## src/rtl/led_pattern_ctrl_if.sv

```systemverilog
// led_pattern_ctrl_if: switch/button inputs and LED/status outputs of the
// LED pattern engine, bundled so the board top and the bench share one handle.
//   i_sw      [0] run enable, [2:1] rate select, [3] direction (1 = toward LSB)
//   i_btn     [0] next mode, [1] red, [2] green, [3] blue (synchronised levels)
//   o_led     raw pattern
//   o_led_r/g/b  pattern gated by the selected colour
//   o_status  {color_sel[2:0], mode[1:0]}
interface led_pattern_ctrl_if #(
  parameter int N_LEDS = 4,
  parameter int NB_SW  = 4,
  parameter int NB_BTN = 4
);
  logic [NB_SW-1:0]  i_sw;
  logic [NB_BTN-1:0] i_btn;
  logic [N_LEDS-1:0] o_led;
  logic [N_LEDS-1:0] o_led_r;
  logic [N_LEDS-1:0] o_led_g;
  logic [N_LEDS-1:0] o_led_b;
  logic [4:0]        o_status;

  modport master (output i_sw, i_btn,
                  input  o_led, o_led_r, o_led_g, o_led_b, o_status);
  modport slave  (input  i_sw, i_btn,
                  output o_led, o_led_r, o_led_g, o_led_b, o_status);
endinterface

```

## src/rtl/led_pattern_ctrl.sv

```systemverilog
// led_pattern_ctrl: LED pattern engine with rotate, flash and bounce modes.
// A switch-selected prescaler produces the step tick; button rising edges
// pick the mode and the colour bank.
//   clock    system clock (rising edge)
//   i_reset  asynchronous active-high reset
//   bus      led_pattern_ctrl_if.slave (switches, buttons, LEDs, status)
module led_pattern_ctrl #(
  parameter int N_LEDS     = 4,
  parameter int NB_COUNT   = 32,
  parameter int BASE_SHIFT = 10,
  parameter int NB_SW      = 4,
  parameter int NB_BTN     = 4
) (
  input logic               clock,
  input logic               i_reset,
  led_pattern_ctrl_if.slave bus
);

  typedef enum logic [1:0] {
    MODE_SHIFT  = 2'd0,
    MODE_FLASH  = 2'd1,
    MODE_BOUNCE = 2'd2
  } mode_e;

  localparam logic [N_LEDS-1:0]   PAT_ONE  = N_LEDS'(1);
  localparam logic [NB_COUNT-1:0] CNT_ALL1 = '1;

  logic [NB_COUNT-1:0] cnt_q, cnt_d;
  logic [N_LEDS-1:0]   pat_q, pat_d;
  logic                bdir_q, bdir_d;
  mode_e               mode_q, mode_d;
  logic [2:0]          color_q, color_d;
  logic [NB_BTN-1:0]   btn_last_q, btn_last_d;

  logic [NB_BTN-1:0]   btn_rise;
  logic [1:0]          rate_k;
  logic [NB_COUNT-1:0] limit;
  logic                run_en, dir_lsb, tick, mode_chg;

  assign btn_rise = bus.i_btn & ~btn_last_q;
  assign run_en   = bus.i_sw[0];
  assign rate_k   = bus.i_sw[2:1];
  assign dir_lsb  = bus.i_sw[3];
  assign mode_chg = btn_rise[0];
  // R_k = 2^(NB_COUNT-BASE_SHIFT+k)-1 is an all-ones word shifted down.
  assign limit    = CNT_ALL1 >> (BASE_SHIFT - int'(rate_k));
  // >= rather than == so a lowered rate wraps at once instead of overrunning.
  assign tick     = run_en && (cnt_q >= limit);

  always_comb begin
    btn_last_d = bus.i_btn;

    mode_d = mode_q;
    if (btn_rise[0]) begin
      case (mode_q)
        MODE_SHIFT: mode_d = MODE_FLASH;
        MODE_FLASH: mode_d = MODE_BOUNCE;
        default:    mode_d = MODE_SHIFT;
      endcase
    end

    color_d = color_q;
    if      (btn_rise[1]) color_d = 3'b001;
    else if (btn_rise[2]) color_d = 3'b010;
    else if (btn_rise[3]) color_d = 3'b100;

    cnt_d = cnt_q;
    if (mode_chg)    cnt_d = '0;
    else if (tick)   cnt_d = '0;
    else if (run_en) cnt_d = cnt_q + NB_COUNT'(1);

    pat_d  = pat_q;
    bdir_d = bdir_q;
    if (mode_chg) begin
      // A tick coinciding with a mode change is dropped.
      pat_d  = (mode_d == MODE_FLASH) ? '0 : PAT_ONE;
      bdir_d = 1'b0;
    end else if (tick) begin
      case (mode_q)
        MODE_SHIFT: pat_d = dir_lsb ? {pat_q[0], pat_q[N_LEDS-1:1]}
                                    : {pat_q[N_LEDS-2:0], pat_q[N_LEDS-1]};
        MODE_FLASH: pat_d = ~pat_q;
        default: begin
          // Turn around on the step that leaves an end, so ends never repeat.
          if (!bdir_q) begin
            if (pat_q[N_LEDS-1]) begin bdir_d = 1'b1; pat_d = pat_q >> 1; end
            else                 pat_d = pat_q << 1;
          end else begin
            if (pat_q[0]) begin bdir_d = 1'b0; pat_d = pat_q << 1; end
            else          pat_d = pat_q >> 1;
          end
        end
      endcase
    end
  end

  always_ff @(posedge clock or posedge i_reset) begin
    if (i_reset) begin
      cnt_q      <= '0;
      pat_q      <= PAT_ONE;
      bdir_q     <= 1'b0;
      mode_q     <= MODE_SHIFT;
      color_q    <= 3'b001;
      btn_last_q <= '0;
    end else begin
      cnt_q      <= cnt_d;
      pat_q      <= pat_d;
      bdir_q     <= bdir_d;
      mode_q     <= mode_d;
      color_q    <= color_d;
      btn_last_q <= btn_last_d;
    end
  end

  assign bus.o_led    = pat_q;
  assign bus.o_led_r  = color_q[0] ? pat_q : '0;
  assign bus.o_led_g  = color_q[1] ? pat_q : '0;
  assign bus.o_led_b  = color_q[2] ? pat_q : '0;
  assign bus.o_status = {color_q, 2'(mode_q)};

endmodule

```

## src/flat_wrapper.sv

```systemverilog
// flat-port wrapper written by rule: the top's interface ports become plain ports
module led_pattern_ctrl_flat 
#(
  parameter int N_LEDS     = 4,
  parameter int NB_COUNT   = 32,
  parameter int BASE_SHIFT = 10,
  parameter int NB_SW      = 4,
  parameter int NB_BTN     = 4
)
  (clock, i_reset, bus_i_sw, bus_i_btn, bus_o_led, bus_o_led_r, bus_o_led_g, bus_o_led_b, bus_o_status);
  led_pattern_ctrl_if #(.N_LEDS(N_LEDS), .NB_SW(NB_SW), .NB_BTN(NB_BTN)) bus_i ();
  input logic clock;
  input logic i_reset;
  input wire logic [$bits(bus_i.i_sw)-1:0] bus_i_sw;
  input wire logic [$bits(bus_i.i_btn)-1:0] bus_i_btn;
  output wire logic [$bits(bus_i.o_led)-1:0] bus_o_led;
  output wire logic [$bits(bus_i.o_led_r)-1:0] bus_o_led_r;
  output wire logic [$bits(bus_i.o_led_g)-1:0] bus_o_led_g;
  output wire logic [$bits(bus_i.o_led_b)-1:0] bus_o_led_b;
  output wire logic [$bits(bus_i.o_status)-1:0] bus_o_status;
  assign bus_i.i_sw = bus_i_sw;
  assign bus_i.i_btn = bus_i_btn;
  assign bus_o_led = bus_i.o_led;
  assign bus_o_led_r = bus_i.o_led_r;
  assign bus_o_led_g = bus_i.o_led_g;
  assign bus_o_led_b = bus_i.o_led_b;
  assign bus_o_status = bus_i.o_status;
  led_pattern_ctrl #(.N_LEDS(N_LEDS), .NB_COUNT(NB_COUNT), .BASE_SHIFT(BASE_SHIFT), .NB_SW(NB_SW), .NB_BTN(NB_BTN)) u_core (.clock(clock), .i_reset(i_reset), .bus(bus_i));
endmodule
```

## config.mk

```make
export PLATFORM = sky130hd
export DESIGN_NAME = led_pattern_ctrl_flat
export DESIGN_NICKNAME = d
export VERILOG_FILES = /design/src/rtl/led_pattern_ctrl_if.sv /design/src/rtl/led_pattern_ctrl.sv /design/src/flat_wrapper.sv
export SDC_FILE = /design/constraint.sdc
export NUM_CORES = 1
export LEC_CHECK = 0
export ABC_AREA = 1
export CAP_MARGIN = 20
export CORE_ASPECT_RATIO = 1.75
export CORE_MARGIN = 2
export CORE_UTILIZATION = 27
export CTS_CLUSTER_DIAMETER = 80
export DETAILED_ROUTE_END_ITERATION = 10
export GPL_ROUTABILITY_DRIVEN = 0
export PLACE_DENSITY = 0.45
export SLEW_MARGIN = 0
export SYNTH_ARGS = -nofsm -noshare
export SYNTH_HDL_FRONTEND = slang
export SYNTH_SLANG_ARGS = --single-unit
```

## constraint.sdc

```tcl
create_clock -name clock -period 2.15 [get_ports clock]
set_input_delay 0.215 -clock clock [delete_from_list [all_inputs] [get_ports clock]]
set_output_delay 0.215 -clock clock [all_outputs]
set_load 0.01 [all_outputs]
```

==> results of run 1 <==
==> cell type report <==
cell class / count / area, um^2 / area share [%]
Timing Repair Buffer: 48 / 470 / 13.0
Multi-Input combinational cell: 270 / 1480 / 41.0
Clock buffer: 6 / 129 / 3.57
Inverter: 56 / 210 / 5.83
Clock inverter: 1 / 7.51 / 0.208
Tap cell: 127 / 159 / 4.40
Sequential cell: 46 / 1150 / 32.0
==> state kept, by name, summed over array words and instances, names as in the netlist <==
| name | count |
|---|---|
| u_core.btn_last_q | 4 |
| u_core.bdir_q | 1 |
| u_core.mode_q | 2 |
| u_core.bus.o_led | 4 |
| u_core.cnt_q | 32 |
| u_core.color_q | 3 |
==> what timing repair did <==
| action | CTS | global route |
|---|---|---|
| endpoints found under the setup margin | 29 | 1 |
| gates resized for setup | 3 | 1 |
| pin swaps | 1 | 0 |
| gates cloned | 0 | 0 |
| endpoints found under the hold margin | 0 | 0 |
==> power by group <==
part / switching, mW / internal (mW) / total, mW
combinational: 0.241 / 0.215 / 0.456
sequential: 0.0895 / 0.923 / 1.01
clock: 0.325 / 0.425 / 0.750
total: 0.655 / 1.56 / 2.22
==> kinds of logic (layout without fill, tap and decap cells) <==
kind of cell             Yosys count  count (layout)  synth area share, %
other                              1               2                0.130
AND/OR/NAND/NOR                  200             200                 32.4
AO/OA/AOI/OAI                     34              34                 6.79
XOR/XNOR                          22              22                 6.70
adder cells (fa/ha/maj)           12              12                 5.22
buffers and inverters             62             111                 8.70
flip-flops                        46              46                 40.1
==> metal layers <==
layer  vias up  GRT usage (%)
met1      1177           15.7
met4         0           5.44
met2        42           25.4
met5         -              0
met3         7           2.51
li1       1301              -
==> Yosys cell counts (5+ instances only) <==
library cell | count | area, um^2
a21oi_1 | 10 | 50.1
dfrtp_1 | 44 | 1100
ha_1 | 12 | 150
inv_1 | 53 | 199
nand2_1 | 78 | 293
nand2_2 | 5 | 31.3
nand3_1 | 20 | 100
nand4_1 | 13 | 81.3
nor2_1 | 57 | 214
nor2_2 | 6 | 37.5
nor3_1 | 7 | 35.0
o21ai_0 | 14 | 70.1
xnor2_1 | 9 | 78.8
xor2_1 | 13 | 114
==> final timing paths <==
kind                       slack (ns)  cells after the start                         endpoint                    startpoint
max                              0.23                     14     u_core.cnt_q[26]$_DFFE_PP0P_                   bus_i_sw[1]
min                              0.24                      2   u_core.btn_last_q[1]$_DFF_PP0_                       i_reset
max reg2reg                      0.32                     10     u_core.cnt_q[26]$_DFFE_PP0P_  u_core.cnt_q[25]$_DFFE_PP0P_
min reg2reg                      0.49                      2     u_core.cnt_q[31]$_DFFE_PP0P_  u_core.cnt_q[31]$_DFFE_PP0P_
max in group asynchronous        1.35                      3  u_core.bus.o_led[0]$_DFFE_PP1P_                       i_reset
min in group clock               0.39                      1   u_core.btn_last_q[1]$_DFF_PP0_                  bus_i_btn[1]
==> critical path: cells and delay by family <==
| family | cells | cell delay [ns] |
|---|---|---|
| compound gates | 1 | 0.18 |
| fa+ha+maj | 2 | 0.49 |
| buf+inv | 2 | 0.42 |
| simple gates | 9 | 0.83 |
==> impl_metrics.csv, run 1 <==
group,metric,value,unit
yosys,syn_area_per_cell,7.63,um^2
timing,min_period_over_period,89.4,%
setup_path,cp_cell_sequence,"dlygate4sd2_1 > ha_1 > nor2_2 > ha_1 > nand4_1 > nand2_1 > o21ai_0 > nand2_1 > nand2_1 > nand3_2 > nand2_4 > nand2_4 > buf_12 > nor2_1",
drt,vias_per_cell,4.56,
drt,drtPass1Iterations,4,
job,max-cap-violations,0,
status,outcome,"complete, no violations",
pwr,power_density,615,nW/um^2
layout,n_antenna_cell,0,
yosys,synth_flop_cell,"dfrtp_1",
global_routing,grt.total_usage,14.0,%
floorplan,fp.coreArea,10300,um^2
drt,via_count,2527,
floorplan,dieArea,11500,um^2
placed_design,port_buffers,30,
setup_path,crit_path_frequent_cell,"nand2_1",
layout,final_nets,449,
cts,holdBufCountCts,0,
cts,worstSkewPairLatency,0.29,ns
timing,hold_ws,0.240,ns
setup_path,path_class,"in -> reg",
timing,setup_tns,0,ns
timing,hold_viol,0,
cts,cts_sinks,46,
setup_path,critPathArrivalTime,2.14,ns
placed_design,hpwl,5680,um
pwr,static-leakage-power,1.67,nW
layout,drive_above_1_share,12.4,%
floorplan,io_pins,31,
drt,wl_met2,4090,um
pwr,power,2.22,mW
drt,ant_nets,0,
yosys,synth_cell_type_count,35,
drt,routedWlPerCell,13.1,um
timing,slew_violations,0,
placed_design,place_ws,-0.364,ns
layout,area_delta_synth_final,25.4,%
pwr,peakVddDrop,0.000521,V
drt,drt-total-wl,7280,um
timing,finClkSkew,0.00459,ns
yosys,yosysWarnings,0,
floorplan,initial_core_util,27.9,%
yosys,synth-edff-count,0,
floorplan,fp-row-count,49,
timing,rsz0062_at_grt,"false",
placed_design,place_area,3470,um^2
layout,final_cell_mix,"nand2_1, nor2_1, inv_1",
setup_path,cp-end-kind,"flop",
cts,post-cts-setup-buffer-count,0,
yosys,netlist_instances,377,
timing,setup_slack,0.227,ns
setup_path,critical_path.max_fanout,13,
cts,cts_tree,"yes",
floorplan,fp.dieW,82.0,um
layout,finish.utilization,35.0,%
setup_path,critPathSlowestCell,"dlygate4sd2_1",
drt,wl_met1,2850,um
floorplan,fp.dieH,141,um
cts,htree_num_levels,2,
setup_path,crit_required,2.37,ns
worst_hold_path,hold_class,"in -> async",
global_routing,grt_pass1_vias,2579,
drt,wl_met3,201,um
global_routing,antenna_found_initial,0,
timing,finalSetupViolCount,0,
drt,drtIter0Drc,191,
global_routing,grt_max_degree,30,
cts,clk_pin_slew_worst_paths,0.06,ns
drt,routed.top_layer,"met4",
layout,final_common_cell,"nand2_1",
global_routing,grt_overflow_total,0,
yosys,syn_area,2880,um^2
layout,nFillCells,1138,
placed_design,place_inst,547,
layout,final_area,3610,um^2
timing,max_freq,520,MHz
cts,cts_buffers,5,
yosys,synth-async-reset-ratio,100,%
yosys,yosysSeqAreaShare,40.1,%
setup_path,slowest_delay,0.26,ns
cts,clk_path_buf_depth,2,
setup_path,startpoint_type,"primary input",
global_routing,grt_first_pass_wirelength,12300,um
timing,min_period,1.92,ns
cts,cts-root-buf,"clkbuf_16",
layout,stdcell_count,554,
yosys,synth_seq_cells,46,
drt,post-route-drc-count,0,
No activity file was read; power rests on OpenSTA's default activity.
==> run 2: changes to the inputs <==
- ABC_AREA: 1 -> not set
- SLEW_MARGIN: 0 -> not set
==> run 2 against run 1 <==
  * Die area fell by 5.9%
  * Sequential share of layout area fell by 0.97 points
  * Clock power rose by 17%
  * Global-route usage rose by 0.84 points
  * Area after synthesis fell by 6.2%
  * Cell count fell by 11%
  * First-iteration DRC count fell by 38%
  * Setup slack got worse by 0.22 ns
  * Flip-flop and latch count did not move
  * Synthesized cell count fell by 22%
  * Fmax fell by 10%
==> impl_metrics.csv, run 2 <==
group,metric,value,unit
status,outcome,"complete, no violations",
setup_path,r2r-start,"u_core.cnt_q[22]$_DFFE_PP0P_",
yosys,syn_area,2700,um^2
yosys,synth_flop_cell,"dfrtp_1",
placed_design,port_buffers,30,
worst_hold_path,hold_class,"in -> async",
drt,via_count,2338,
drt,drt-total-wl,7330,um
cts,clk_pin_slew_worst_paths,0.06,ns
cts,clk_path_buf_depth,2,
layout,largest_reg_flops,32,
pwr,power_density,731,nW/um^2
yosys,synth_top_family_by_area,"simple AND/OR/NAND/NOR gates",
yosys,netlist_instances,294,
layout,final_nets,391,
floorplan,fp-row-count,48,
placed_design,place_ws,-0.691,ns
yosys,yosys.area.top_type_share,40.8,%
job,max-cap-violations,0,
yosys,synth.most_common_cell,"dfrtp_1",
yosys,yosysSeqAreaShare,42.7,%
setup_path,critPathArrivalTime,2.32,ns
yosys,synth_fa_ha_area_share,5.56,%
layout,drive_above_1_share,21.4,%
layout,area_delta_synth_final,37.9,%
layout,final_common_cell,"buf_4",
yosys,syn_area_per_cell,9.18,um^2
yosys,yosys-mux-area-fraction,2.36,%
cts,htree_num_levels,2,
yosys,synth-edff-count,0,
setup_path,cp_cell_sequence,"ha_1 > nand4_1 > nor2_1 > or4b_4 > a31oi_4 > mux2_4",
setup_path,path_class,"reg -> reg",
setup_path,critical_path.max_fanout,5,
pwr,p_clk_share,32.3,%
drt,ant_nets,0,
cts,cts_sinks,46,
global_routing,grt_first_pass_wirelength,12300,um
cts,cts-root-buf,"clkbuf_16",
timing,setup_slack,0.00880,ns
layout,largest-register,"u_core.cnt_q",
pwr,peakVddDrop,0.000314,V
timing,finClkSkew,0.00582,ns
floorplan,initial_core_util,27.6,%
drt,drtIter0Drc,119,
drt,drtPass1Iterations,4,
yosys,netlist_top_cells_area,"dfrtp_1, nor2_1, ha_1, xnor2_1, xor2_1",
timing,min_period_over_period,99.6,%
pwr,p_sw_share,29.9,%
floorplan,io_pins,31,
global_routing,grt.total_usage,14.9,%
pwr,static-leakage-power,1.63,nW
setup_path,cp_top_family,"simple AND/OR/NAND/NOR gates",
floorplan,fp.coreArea,9790,um^2
setup_path,crit_start,"u_core.cnt_q[22]$_DFFE_PP0P_",
yosys,synthSimpleGateAreaFrac,24.9,%
layout,n_antenna_cell,0,
drt,post-route-drc-count,0,
floorplan,dieArea,10800,um^2
setup_path,critPathBufInv,0,
timing,min_period,2.14,ns
timing,max_freq,467,MHz
timing,slew_violations,0,
placed_design,hpwl,5610,um
setup_path,crit_required,2.33,ns
yosys,synth_seq_cells,46,
cts,worstSkewPairLatency,0.29,ns
timing,finalSetupViolCount,0,
drt,vias_per_cell,4.72,
setup_path,cp-end-kind,"flop",
pwr,p_sw,814,uW
global_routing,grt_max_degree,28,
yosys,synth-xor-area-share,8.11,%
timing,rsz0062_at_grt,"true",
layout,nFillCells,990,
setup_path,critPathSlowestCell,"or4b_4",
timing,hold_viol,0,
pwr,intPower,1.91,mW
yosys,yosys-top-cells-count,"dfrtp_1, nor2_1, nand2_1",
global_routing,grt_pass1_vias,2482,
layout,final_cell_mix,"buf_4, dfrtp_1, nor2_1",
yosys,yosysWarnings,0,
pwr,seqPwrFrac,41.6,%
cts,cts_tree,"yes",
yosys,synth-compound-area-share,12.2,%
pwr,p_comb_share,26.1,%
cts,cts_buffers,5,
floorplan,fp.dieW,79.6,um
layout,finish.utilization,38.0,%
setup_path,slowest_delay,0.50,ns
yosys,synth-async-reset-ratio,100,%
setup_path,startpoint_type,"flop",
cts,post-cts-setup-buffer-count,0,
floorplan,fp.dieH,136,um
global_routing,antenna_found_initial,0,
drt,routedWlPerCell,14.8,um
yosys,synth_cell_type_count,48,
yosys,synth_top_area_cell,"dfrtp_1",
global_routing,grt_overflow_total,0,
-- run 2: changes by cell type after synthesis, moves of 9 or more --
cell / change
nor2_1: -15
and2_1: +10
nand3_1: -9
inv_1: -42
nand2_1: -55
-- run 2: layer usage --
metal  wire length [um]  global-route usage, %  part of all wire (%)  vias up
met3                153                   1.59                   2.1        8
met5                  0                      0                     0        -
met2               4300                   29.8                    59       41
met1               2690                   14.5                    37     1124
met4                188                   7.09                   2.6        0
li1                   -                      -                     -     1165
-- run 2: final timing paths --
path / cells past startpoint / slack (ns) / end
hold / removal: 2 / 0.27 / u_core.btn_last_q[1]$_DFF_PP0_
hold reg to reg: 2 / 0.53 / u_core.color_q[0]$_DFFE_PP1P_
max in group asynchronous: 3 / 1.35 / u_core.cnt_q[10]$_DFFE_PP0P_
min in group clock: 1 / 0.39 / u_core.btn_last_q[1]$_DFF_PP0_
setup reg to reg: 6 / 0.009 / u_core.bus.o_led[2]$_DFFE_PP0P_
setup / recovery: 6 / 0.009 / u_core.bus.o_led[2]$_DFFE_PP0P_
-- run 2: kinds of logic (layout without fill, tap and decap cells) --
kind of cell    Yosys count  count (layout)
simple gates            134             134
compound gates           46              46
flops                    46              46
xor+xnor                 25              25
buf+inv                  24              99
fa+ha+maj                12              12
mux                       6               6
other cells               1               2
-- run 2: repair_timing --
action,CTS,global route
hold buffers,0,0
setup endpoints to repair,37,37
resized for setup,18,3
pin swaps,8,2
cloned,0,0
-- run 2: layout make-up --
| class | instances | area [um^2] | area share (%) |
|---|---|---|---|
| Timing Repair Buffer | 80 | 686 | 18.4 |
| Multi-Input combinational cell | 225 | 1520 | 40.9 |
| Clock buffer | 7 | 133 | 3.56 |
| Tap cell | 125 | 156 | 4.20 |
| Sequential cell | 46 | 1150 | 31.0 |
| Clock inverter | 1 | 30.0 | 0.807 |
| Inverter | 11 | 41.3 | 1.11 |
-- run 2: power by group through the flow --
stage / combinational [mW] / sequential (mW) / clock [mW]
global route: 0.784 / 1.15 / 0.936
detailed placement: 0.711 / 1.15 / 0
global placement: 0.710 / 1.15 / 0
floorplan: 0.401 / 1.08 / 0
CTS: 0.720 / 1.13 / 0.903
finish: 0.709 / 1.13 / 0.879
-- run 2: worst register-to-register path, delay by kind of cell (launching register included) --
kind / cells / cell delay (ns)
flip-flops: 1 / 0.39
AND/OR/NAND/NOR: 3 / 0.76
multiplexers: 1 / 0.32
adder cells (fa/ha/maj): 1 / 0.30
AO/OA/AOI/OAI: 1 / 0.24
-- run 2: stage by stage --
step                area [um^2]  hold WS [ns]  power [mW]  std cells  TNS, ns
floorplan                  2720         0.246        1.48        295        0
global placement           3490         0.513        1.86        487   -22.61
detailed placement         3490         0.528        1.86        487   -23.64
CTS                        3700         0.289        2.76        495        0
global route               3720         0.319        2.87        495    -2.30
finish                     3720         0.267        2.72        495        0
==> run 3: changes to the inputs <==
- CORE_ASPECT_RATIO: 1.75 -> not set
- MAX_ROUTING_LAYER: not set -> met4
==> run 3 against run 2 <==
  * The flow now finishes with violations (setup timing)
  * Setup slack got worse by 0.020 ns
  * Power decreased by 8.9%
  * Largest power group unchanged
  * Worst hold slack got worse by 0.050 ns
  * Cell count increased by 0.61%
  * Critical path depth increased by 1
  * Design area decreased by 1.6%
==> impl_metrics.csv, run 3 (synthesis results as in run 2) <==
group,metric,value,unit
status,outcome,"finished, violations left",
status,violations,"setup timing",
drt,vias_per_cell,4.60,
setup_path,crit_required,2.35,ns
layout,nFillCells,1010,
setup_path,cp-endpoint,"u_core.bus.o_led[2]$_DFFE_PP0P_",
layout,finish.utilization,37.6,%
layout,final_common_cell,"dfrtp_1",
layout,multi_input_area,1500,um^2
setup_path,critPathArrivalTime,2.36,ns
floorplan,io_pins,31,
pwr,power_density,677,nW/um^2
global_routing,grt_max_degree,31,
global_routing,grt.total_usage,13.8,%
job,max-cap-violations,0,
setup_path,reg2reg_depth,7,
layout,largest-register,"u_core.cnt_q",
setup_path,path_class,"reg -> reg",
pwr,p_clk_share,26.8,%
global_routing,antenna_found_initial,0,
floorplan,fp.dieH,104,um
layout,register_area,1150,um^2
layout,area_delta_synth_final,35.7,%
timing,min_period,2.16,ns
worst_hold_path,hold_class,"in -> async",
layout,final_nets,386,
drt,drtPass1Iterations,4,
pwr,p_sw,794,uW
drt,drtIter0Drc,173,
timing,max_freq,463,MHz
setup_path,startpoint_type,"flop",
cts,clk_path_buf_depth,2,
setup_path,critPathSlowestCell,"or4b_4",
timing,finClkSkew,0.00791,ns
timing,setup_slack,-0.0108,ns
cts,htree_num_levels,2,
layout,n_antenna_cell,0,
pwr,seqPwrFrac,46.3,%
timing,setup_tns,-0.0197,ns
pwr,static-leakage-power,1.58,nW
drt,via_count,2289,
drt,ant_nets,0,
drt,drt-total-wl,6860,um
timing,min_period_over_period,101,%
setup_path,critical_path.max_fanout,4,
cts,cts_tree,"yes",
pwr,p_comb_share,26.9,%
global_routing,grt_pass1_vias,2313,
floorplan,initial_core_util,27.7,%
setup_path,slowest_delay,0.50,ns
timing,hold_viol,0,
setup_path,critPathBufInv,1,
layout,final_area,3660,um^2
pwr,peakVddDrop,0.000284,V
placed_design,port_buffers,30,
setup_path,worst-path-stages,7,
placed_design,hpwl,4960,um
floorplan,fp.dieW,104,um
layout,drive_above_1_share,19.5,%
cts,clk_pin_slew_worst_paths,0.09,ns
placed_design,place_area,3460,um^2
pwr,p_sw_share,32.1,%
layout,largest_reg_flops,32,
cts,cts_sinks,46,
floorplan,fp.coreArea,9730,um^2
setup_path,reg2reg_slack,-0.01,ns
drt,post-route-drc-count,0,
floorplan,dieArea,10800,um^2
setup_path,r2r-start,"u_core.cnt_q[23]$_DFFE_PP0P_",
timing,finalSetupViolCount,2,
setup_path,cp_top_family,"simple AND/OR/NAND/NOR gates",
cts,cts_buffers,5,
global_routing,grt_first_pass_wirelength,11800,um
setup_path,r2r-end,"u_core.bus.o_led[2]$_DFFE_PP0P_",
global_routing,grt_overflow_total,0,
pwr,intPower,1.68,mW
cts,worstSkewPairLatency,0.30,ns
setup_path,crit_start,"u_core.cnt_q[23]$_DFFE_PP0P_",
setup_path,cp_cell_sequence,"ha_4 > nand4_1 > nor2_1 > or4b_4 > a31oi_4 > buf_12 > mux2_4",
timing,rsz0062_at_grt,"true",
drt,routedWlPerCell,13.8,um
setup_path,cp-end-kind,"flop",
floorplan,fp-row-count,36,
layout,final_cell_mix,"dfrtp_1, nor2_1, buf_4",
cts,cts-root-buf,"clkbuf_8",
timing,slew_violations,0,
pwr,power,2.48,mW
## run 3: what timing repair did
| action | CTS | global route |
|---|---|---|
| pin swaps | 4 | 0 |
| endpoints found under the hold margin | 0 | 0 |
| buffers inserted | 1 | 0 |
| gates cloned | 1 | 0 |
| hold buffers | 0 | 0 |
| endpoints found under the setup margin | 37 | 34 |
| gates resized for setup | 12 | 1 |
## run 3: metrics by stage
| stage | setup WS, ns | instances | hold slack (ns) |
|---|---|---|---|
| 6_report | -0.0108 | 498 | 0.217 |
| 5_1_grt | -0.107 | 498 | 0.240 |
| 2_1_floorplan | 0.00554 | 295 | 0.246 |
| 3_3_place_gp | -0.622 | 488 | 0.496 |
| 4_1_cts | -0.0250 | 498 | 0.226 |
| 3_5_place_dp | -0.691 | 488 | 0.503 |
## run 3: routing by layer
layer  up-vias  wire [um]  global-route usage [%]  share of wire, %
li1       1159          -                       -                 -
met1      1093       3440                    18.7                50
met2        30       3160                    21.8                46
met3         7        171                    2.13               2.5
met4         0         75                    3.57               1.1
met5         -          0                       -                 0
## run 3: worst min-delay path by stage
stage                                     end
2_1_floorplan  u_core.btn_last_q[0]$_DFF_PP0_
3_3_place_gp    u_core.color_q[1]$_DFFE_PP0P_
3_5_place_dp    u_core.color_q[1]$_DFFE_PP0P_
4_1_cts          u_core.cnt_q[16]$_DFFE_PP0P_
5_1_grt          u_core.cnt_q[16]$_DFFE_PP0P_
6_report         u_core.cnt_q[16]$_DFFE_PP0P_
## run 3: area by class of cell
type	instances	share of cell area (%)
sequential	46	31.5
tap	133	4.55
clock inverter	3	1.23
inverter	11	1.13
clock buffer	5	1.88
timing repair buffer	75	18.9
multi-input combinational	225	40.8
## run 3: power by group through the flow
stage          clock network, mW  registers (mW)  logic, mW
6_report                   0.664            1.15      0.666
5_1_grt                    0.729            1.17      0.739
4_1_cts                    0.686            1.14      0.675
3_5_place_dp                   0            1.16      0.658
3_3_place_gp                   0            1.16      0.654
2_1_floorplan                  0            1.08      0.401
## run 3: worst reg2reg max path, stage by stage, from the launching register on
cell,delay (ns)
dfrtp_1,0.42
ha_4,0.29
nand4_1,0.12
nor2_1,0.11
or4b_4,0.50
a31oi_4,0.21
buf_12,0.14
mux2_4,0.29
